===== src/rtl/adder_pkg.sv =====
// Shared defaults, chunk-width helper and stage record for the pipelined chunked adder.
package adder_pkg;

   localparam int unsigned DefaultN      = 8;
   localparam int unsigned DefaultStages = 2;

   function automatic int unsigned chunk_width(input int unsigned width,
                                               input int unsigned stages);
      return (stages == 0) ? 0 : width / stages;
   endfunction

   // Stage record at the default width; adder_pipe_n mirrors this layout at its own width.
   typedef struct packed {
      logic                valid;
      logic                carry;
      logic [DefaultN-1:0] psum;
      logic [DefaultN-1:0] a;
      logic [DefaultN-1:0] b;
   } stage_t;

endpackage


===== src/rtl/adder_full_n.sv =====
// Plain n-bit ripple adder with carry in/out, used as the per-stage chunk adder.
module adder_full_n #(
   parameter int unsigned n = 4
) (
   input  logic [n-1:0] X,
   input  logic [n-1:0] Y,
   input  logic         Cin,
   output logic [n-1:0] S,
   output logic         Cout
);

   assign {Cout, S} = {1'b0, X} + {1'b0, Y} + {{n{1'b0}}, Cin};

endmodule


===== src/rtl/adder_pipe_n.sv =====
// adder_pipe_n: n-bit add/subtract split into STAGES registered chunks, valid/ready handshake.
// Define ADDER_PIPE_OVF_EN to add the registered signed-overflow output ovf.
module adder_pipe_n
   import adder_pkg::*;
#(
   parameter int unsigned n      = DefaultN,
   parameter int unsigned STAGES = DefaultStages
) (
   input  logic         clk,
   input  logic         rst,
   input  logic         in_valid,
   output logic         in_ready,
   input  logic [n-1:0] X,
   input  logic [n-1:0] Y,
   input  logic         Cin,
   input  logic         sub,
   output logic         out_valid,
   input  logic         out_ready,
   output logic [n-1:0] sum,
   output logic         carry
`ifdef ADDER_PIPE_OVF_EN
   ,
   output logic         ovf
`endif
);

   localparam int unsigned W    = chunk_width(n, STAGES);
   localparam int unsigned Last = STAGES - 1;

   if (n < 2 || STAGES < 1 || STAGES > n || (n % STAGES) != 0) begin : g_bad_cfg
      $fatal(1, "adder_pipe_n: n must be >= 2 and an exact multiple of STAGES");
   end

   typedef struct packed {
      logic         valid;
      logic         carry;
      logic [n-1:0] psum;
      logic [n-1:0] a;
      logic [n-1:0] b;
   } stage_n_t;

   stage_n_t         src   [STAGES];
   stage_n_t         st_d  [STAGES];
   stage_n_t         st_q  [STAGES];
   logic [W-1:0]     chunk_sum [STAGES];
   logic [STAGES-1:0] chunk_cout;
   logic             stall;

   // Subtraction enters as X + ~Y + 1, so Cin is ignored when sub is set.
   assign src[0] = '{valid: in_valid, carry: sub | Cin, psum: '0, a: X, b: sub ? ~Y : Y};

   for (genvar k = 0; k < STAGES; k++) begin : g_stage
      if (k > 0) begin : g_link
         assign src[k] = st_q[k-1];
      end

      adder_full_n #(
         .n(W)
      ) u_chunk (
         .X    (src[k].a[k*W +: W]),
         .Y    (src[k].b[k*W +: W]),
         .Cin  (src[k].carry),
         .S    (chunk_sum[k]),
         .Cout (chunk_cout[k])
      );
   end

   assign out_valid = st_q[Last].valid;
   assign sum       = st_q[Last].psum;
   assign carry     = st_q[Last].carry;
   assign stall     = out_valid && !out_ready;
   assign in_ready  = !stall;

   // Bubbles load an all-zero record so sum reads 0 whenever nothing valid is present.
   always_comb begin
      for (int k = 0; k < STAGES; k++) begin
         st_d[k] = '0;
         if (stall) begin
            st_d[k] = st_q[k];
         end else if (src[k].valid) begin
            st_d[k]                = src[k];
            st_d[k].psum[k*W +: W] = chunk_sum[k];
            st_d[k].carry          = chunk_cout[k];
         end
      end
   end

   always_ff @(posedge clk) begin
      for (int k = 0; k < STAGES; k++) begin
         if (rst) begin
            st_q[k] <= '0;
         end else begin
            st_q[k] <= st_d[k];
         end
      end
   end

`ifdef ADDER_PIPE_OVF_EN
   logic ovf_d, ovf_q;

   // Carry into the MSB is recovered as a ^ b ^ s at that bit.
   always_comb begin
      ovf_d = 1'b0;
      if (stall) begin
         ovf_d = ovf_q;
      end else if (src[Last].valid) begin
         ovf_d = chunk_cout[Last] ^ src[Last].a[n-1] ^ src[Last].b[n-1] ^ chunk_sum[Last][W-1];
      end
   end

   always_ff @(posedge clk) begin
      if (rst) begin
         ovf_q <= 1'b0;
      end else begin
         ovf_q <= ovf_d;
      end
   end

   assign ovf = ovf_q;
`endif

endmodule

===== config.mk =====
export PLATFORM = sky130hd
export DESIGN_NAME = adder_pipe_n
export DESIGN_NICKNAME = d
export VERILOG_FILES = /design/src/rtl/adder_pkg.sv /design/src/rtl/adder_full_n.sv /design/src/rtl/adder_pipe_n.sv
export SDC_FILE = /design/constraint.sdc
export NUM_CORES = 1
export LEC_CHECK = 0
export ABC_AREA = 1
export BUFFER_PORTS_ARGS = -buffer_cell sky130_fd_sc_hd__buf_2
export CORE_UTILIZATION = 51
export DETAILED_ROUTE_END_ITERATION = 16
export GPL_TIMING_DRIVEN = 0
export PLACE_DENSITY = 0.77
export SLEW_MARGIN = 20
export SYNTH_ARGS = -nofsm -noshare
export SYNTH_HDL_FRONTEND = slang
export SYNTH_SLANG_ARGS = --single-unit

===== constraint.sdc =====
create_clock -name clk -period 3.48 [get_ports clk]
set_input_delay 1.044 -clock clk [delete_from_list [all_inputs] [get_ports clk]]
set_output_delay 1.044 -clock clk [all_outputs]
set_load 0.01 [all_outputs]

# Word level (Yosys, flattened, before mapping)
# Memories as Yosys holds them, arrays and structs flattened.
# Cells that the tools add are included.
[op_classes] n_addsub=4 n_mux=10 bitwise_logic=4 n_reduce_logical=3
[ops] op="2-to-1 mux 26 bit" n=6
[ops] op="adder 4 x 4 -> 5 bit" n=2
[ops] op="adder 5 x 1 -> 5 bit" n=2
[ops] op="2-to-1 mux 8 bit" n=1
[ops] op="inverter 8 bit" n=1
[ops] op="2-to-1 mux 1 bit" n=3
[ops] op="OR 1 bit" n=3
[ops] op="zero test 1 bit" n=2
[ops] op="logical AND 1 bit" n=1
[totals] regBits=0 ramBits=52 input_bits=22 output_inout_bits=11 word_cells=22 memories=1
[memory_table] memory="st_q" words=2 word_bits=26 rd=2 rd_ports_with_merged_regs=0 wr=2 line="adder_pipe_n.sv:44" source="stage_n_t st_q [STAGES];"

# Longest topological paths before layout
[depth] ltp_word=7 ltp_mapped=8 ltp_nobuf=7

# By module
# From an unflattened synthesis, not the netlist that was laid out.
[unflattened] cells_unflattened=180 area_unflattened_um2=1405.1
[modules_own_cells] module="adder_pipe_n" instances=1 cells_each=130 area_each_um2=1074.8
[modules_own_cells] module="adder_full_n" instances=2 cells_each=25 area_each_um2=165.2

# Worst setup path before layout
# Ideal clock, no wire load.
[synth_path] path_type="input port to flip-flop" start="input sub" end="memory st_q[0][24] (netlist bit)" setup_time_ns=0.132 arrival_time_ns=2.624 required_ns=3.348 slack_ns=0.724 stages=8 n_path_buf=1 path_cell_list="buf_2 > or2_2 > fa_1 > fa_1 > a21oi_1 > o21bai_1 > nand2_1 > a21oi_1"
[synth_rtl] element="start: declaration" line="adder_pipe_n.sv:16" source="input logic sub,"
[synth_rtl] element="end: declaration" line="adder_pipe_n.sv:44"

# Worst setup path in the final report
[layout_path] start="input out_ready" end="output in_ready"
[layout_between] elab_chain_cells=3
[layout_rtl] element="start: declaration" line="adder_pipe_n.sv:18" source="input logic out_ready,"
[layout_rtl] element="zero test 1 bit" line="adder_pipe_n.sv:71" source="assign stall = out_valid && !out_ready;"
[layout_rtl] element="logical AND 1 bit" line="adder_pipe_n.sv:71"
[layout_rtl] element="zero test 1 bit" line="adder_pipe_n.sv:72" source="assign in_ready = !stall;"
[layout_rtl] element="end: declaration" line="adder_pipe_n.sv:12" source="output logic in_ready,"
# No other way between the ends.

==> results.py <==
metrics = {
    "timing": {
        "maxSlewHeadroom_pct": 61.4,
        "max_freq_mhz": 386,
        "timing.final.crit_share_pct": 74.5,
        "worst_pin_slew_ns": 0.578,
        "skew_ns": 0.00653,
        "period_needed_ns": 2.59,
        "slew_violations": 0,
        "rsz0062_at_grt": "false",
        "tns_ns": 0,
        "hold_viol_final": 0,
        "timing.hold.ws_ns": 0.471,
        "fin_ws_ns": 0.887,
        "setup_violations": 0,
    },
    "finish": {
        "drive_gt1_share_pct": 23.4,
        "diodes": 0,
        "largest-register": "st_q",
        "fin_cells": 212,
        "top_regs": "st_q x24",
        "fillCellCount": 212,
        "nets": 218,
        "area_growth_pct": 17.8,
        "largest_register_ffs": 24,
    },
    "floorplanning": {
        "die_h_um": 50.4,
        "coreArea_um2": 2210,
        "rows": 17,
        "ios": 33,
        "die_width_um": 50.4,
        "start_util_pct": 54.0,
        "die_area_um2": 2540,
    },
    "route": {
        "wl_per_cell_um": 11.2,
        "dr.pass1.iters": 10,
        "avgViaCountPerCell": 4.99,
        "totalWireLength_um": 2380,
        "drc": 2,
        "drtIter0Drc": 24,
        "ant_nets": 0,
        "vias": 1058,
    },
    "setup_path": {
        "endpoint_kind": "output port",
        "critPathLaunchType": "input pin",
        "cp.arrival_ns": 1.55,
        "crit_type": "input pin to output port",
        "required_ns": 2.44,
        "cpMaxStageDelayCell": "nor2_4",
        "worstPathCellList": "buf_2 > nor2_4 > inv_2 > buf_2",
        "crit_top_cell": "buf_2",
        "slowest_delay_ns": 0.19,
        "cp_max_fo": 8,
    },
    "logic_synthesis": {
        "yosysWarnings": 0,
        "synth_top_cell_area_share_pct": 40.3,
        "syn_area_per_cell_um2": 7.96,
        "ys_seq_area_share_pct": 40.3,
        "synth_cell_type_count": 20,
        "netlist_instances": 150,
        "synth_common_cells": "nand2_1 (48), a21oi_1 (25), dfxtp_1 (24), xor2_1 (9), inv_1 (8)",
        "synth_ff_type": "dfxtp_1",
        "synth_area_leaders": "dfxtp_1 (40%), nand2_1 (15%), a21oi_1 (10%), fa_1 (6.7%), xor2_1 (6.6%)",
        "ys_ff_latch": 24,
        "yosysTopAreaCell": "dfxtp_1",
        "synth_fp_nets": 182,
        "syn_area_um2": 1190,
        "yosysMostFrequentCell": "nand2_1",
        "async_flop_share_pct": 0,
        "synth_edf_count": 0,
    },
    "pwr": {
        "power.switching_w": 0.000140,
        "power.share.switching_pct": 27.3,
        "power_frac_seq_pct": 57.7,
        "clkPwrFrac_pct": 22.5,
        "power_leakage_nw": 0.635,
        "internal_power_w": 0.000373,
        "power_density_nw_per_um2": 364,
        "ir_drop_mv": 0.216,
        "pwr-share-comb_pct": 19.8,
    },
    "outcome": {
        "status": "complete, but fails checks",
        "violations": "design-rule violations",
    },
    "clock_network": {
        "clk_path_buf_depth": 2,
        "htreeDepth": 1,
        "clock-sinks": 24,
        "hold_buffers": 0,
        "clkTransAtPathRegs_ns": 0.12,
        "clk_latency_ns": 0.30,
        "cts_buffers": 3,
        "clock-root-buffer": "clkbuf_4",
        "cts_resized": 0,
        "cts_tree": "done",
        "post_cts_buffers": 0,
    },
    "placement": {
        "dpl.hpwl_um": 1870,
        "port_buffers": 31,
        "placed_cells": 209,
        "gp_congestion": 0.748,
        "post-place-ws_ns": 0.595,
    },
    "global_routing": {
        "grt.overflow.total": 0,
        "antenna_found_initial": 0,
        "grt_usage_pct": 20.2,
        "grt_pass1_vias": 941,
        "grt_max_degree": 13,
        "grt_pass1_wl_um": 3910,
    },
    "run": {
        "maxCapViolations": 0,
    },
    "worst_hold_path": {
        "hp-class": "register to register",
    },
}
stage by stage:
stage	total power (W)	instance area [µm²]	utilization, %
after floorplan	0.000370	1190	-
after global routing	0.000543	1410	63.6
after global placement	0.000399	1380	62.6
after detailed placement	0.000404	1380	62.6
after CTS	0.000516	1410	63.6
final	0.000512	1410	63.6
path summary, 6_finish.rpt:
kind	startpoint	to	cells past startpoint	slack, ns
setup / recovery	out_ready	in_ready	4	0.89
hold / removal	st_q[1][24]	st_q[1][24]	2	0.47
setup reg to reg	st_q[0][24]	st_q[1][21]	5	1.77
hold reg to reg	st_q[1][24]	st_q[1][24]	2	0.47
cell type report:
cell class / instances / area (µm²) / share of cell area, %
multi-input cells: 110 / 646 / 45.9
flip-flops and latches: 24 / 480 / 34.2
repair buffers: 31 / 155 / 11.0
inverters: 10 / 37.5 / 2.67
well taps: 28 / 35.0 / 2.49
plain buffers: 6 / 30.0 / 2.14
clock buffers: 3 / 22.5 / 1.60
routing by layer:
| layer | GRT usage (%) | wire, µm | up-vias | part of all wire (%) |
|---|---|---|---|---|
| met5 | 0 | 0 | - | 0 |
| li1 | - | - | 553 | - |
| met4 | 6.94 | 30 | 0 | 1.3 |
| met2 | 37.6 | 1220 | 27 | 51 |
| met1 | 23.9 | 1030 | 474 | 43 |
| met3 | 1.82 | 94 | 4 | 4.0 |
cell usage in the layout (no fill, tap or decap):
master and instances:
fa_1 4, or2_2 2, dfxtp_1 24, o31a_1 1
xor2_1 9, a21oi_1 25, buf_2 34, nor2_4 1
xnor2_1 1, clkbuf_4 3, nand2_1 48, nand3_1 6
a22oi_1 1, o21ai_0 1, buf_4 1, o21bai_1 1
nor2_1 4, inv_1 8, inv_2 2, clkbuf_1 2
ha_1 6
power groups by stage:
stage	Combinational (W)	Sequential, W	Clock [W]
after floorplan	0.0000681	0.000302	0
after global placement	0.0000973	0.000301	0
after detailed placement	0.000102	0.000302	0
after CTS	0.000103	0.000296	0.000118
after global routing	0.000117	0.000297	0.000129
final	0.000101	0.000296	0.000115
kinds of logic (layout without fill, tap and decap cells):
logic type      after synthesis  count (layout)  share of synthesized area [%]
xor+xnor                     10              10                           7.34
flops                        24              24                           40.3
compound gates               29              29                           12.9
fa+ha+maj                    10              10                           13.0
simple gates                 61              61                           20.9
buf+inv                      16              50                           5.66
worst max-delay path, delay by kind of cell:
kind,cells,cell delay (ns)
buffers and inverters,3,0.32
AND/OR/NAND/NOR,1,0.19
(Power assumes the default switching activity.)
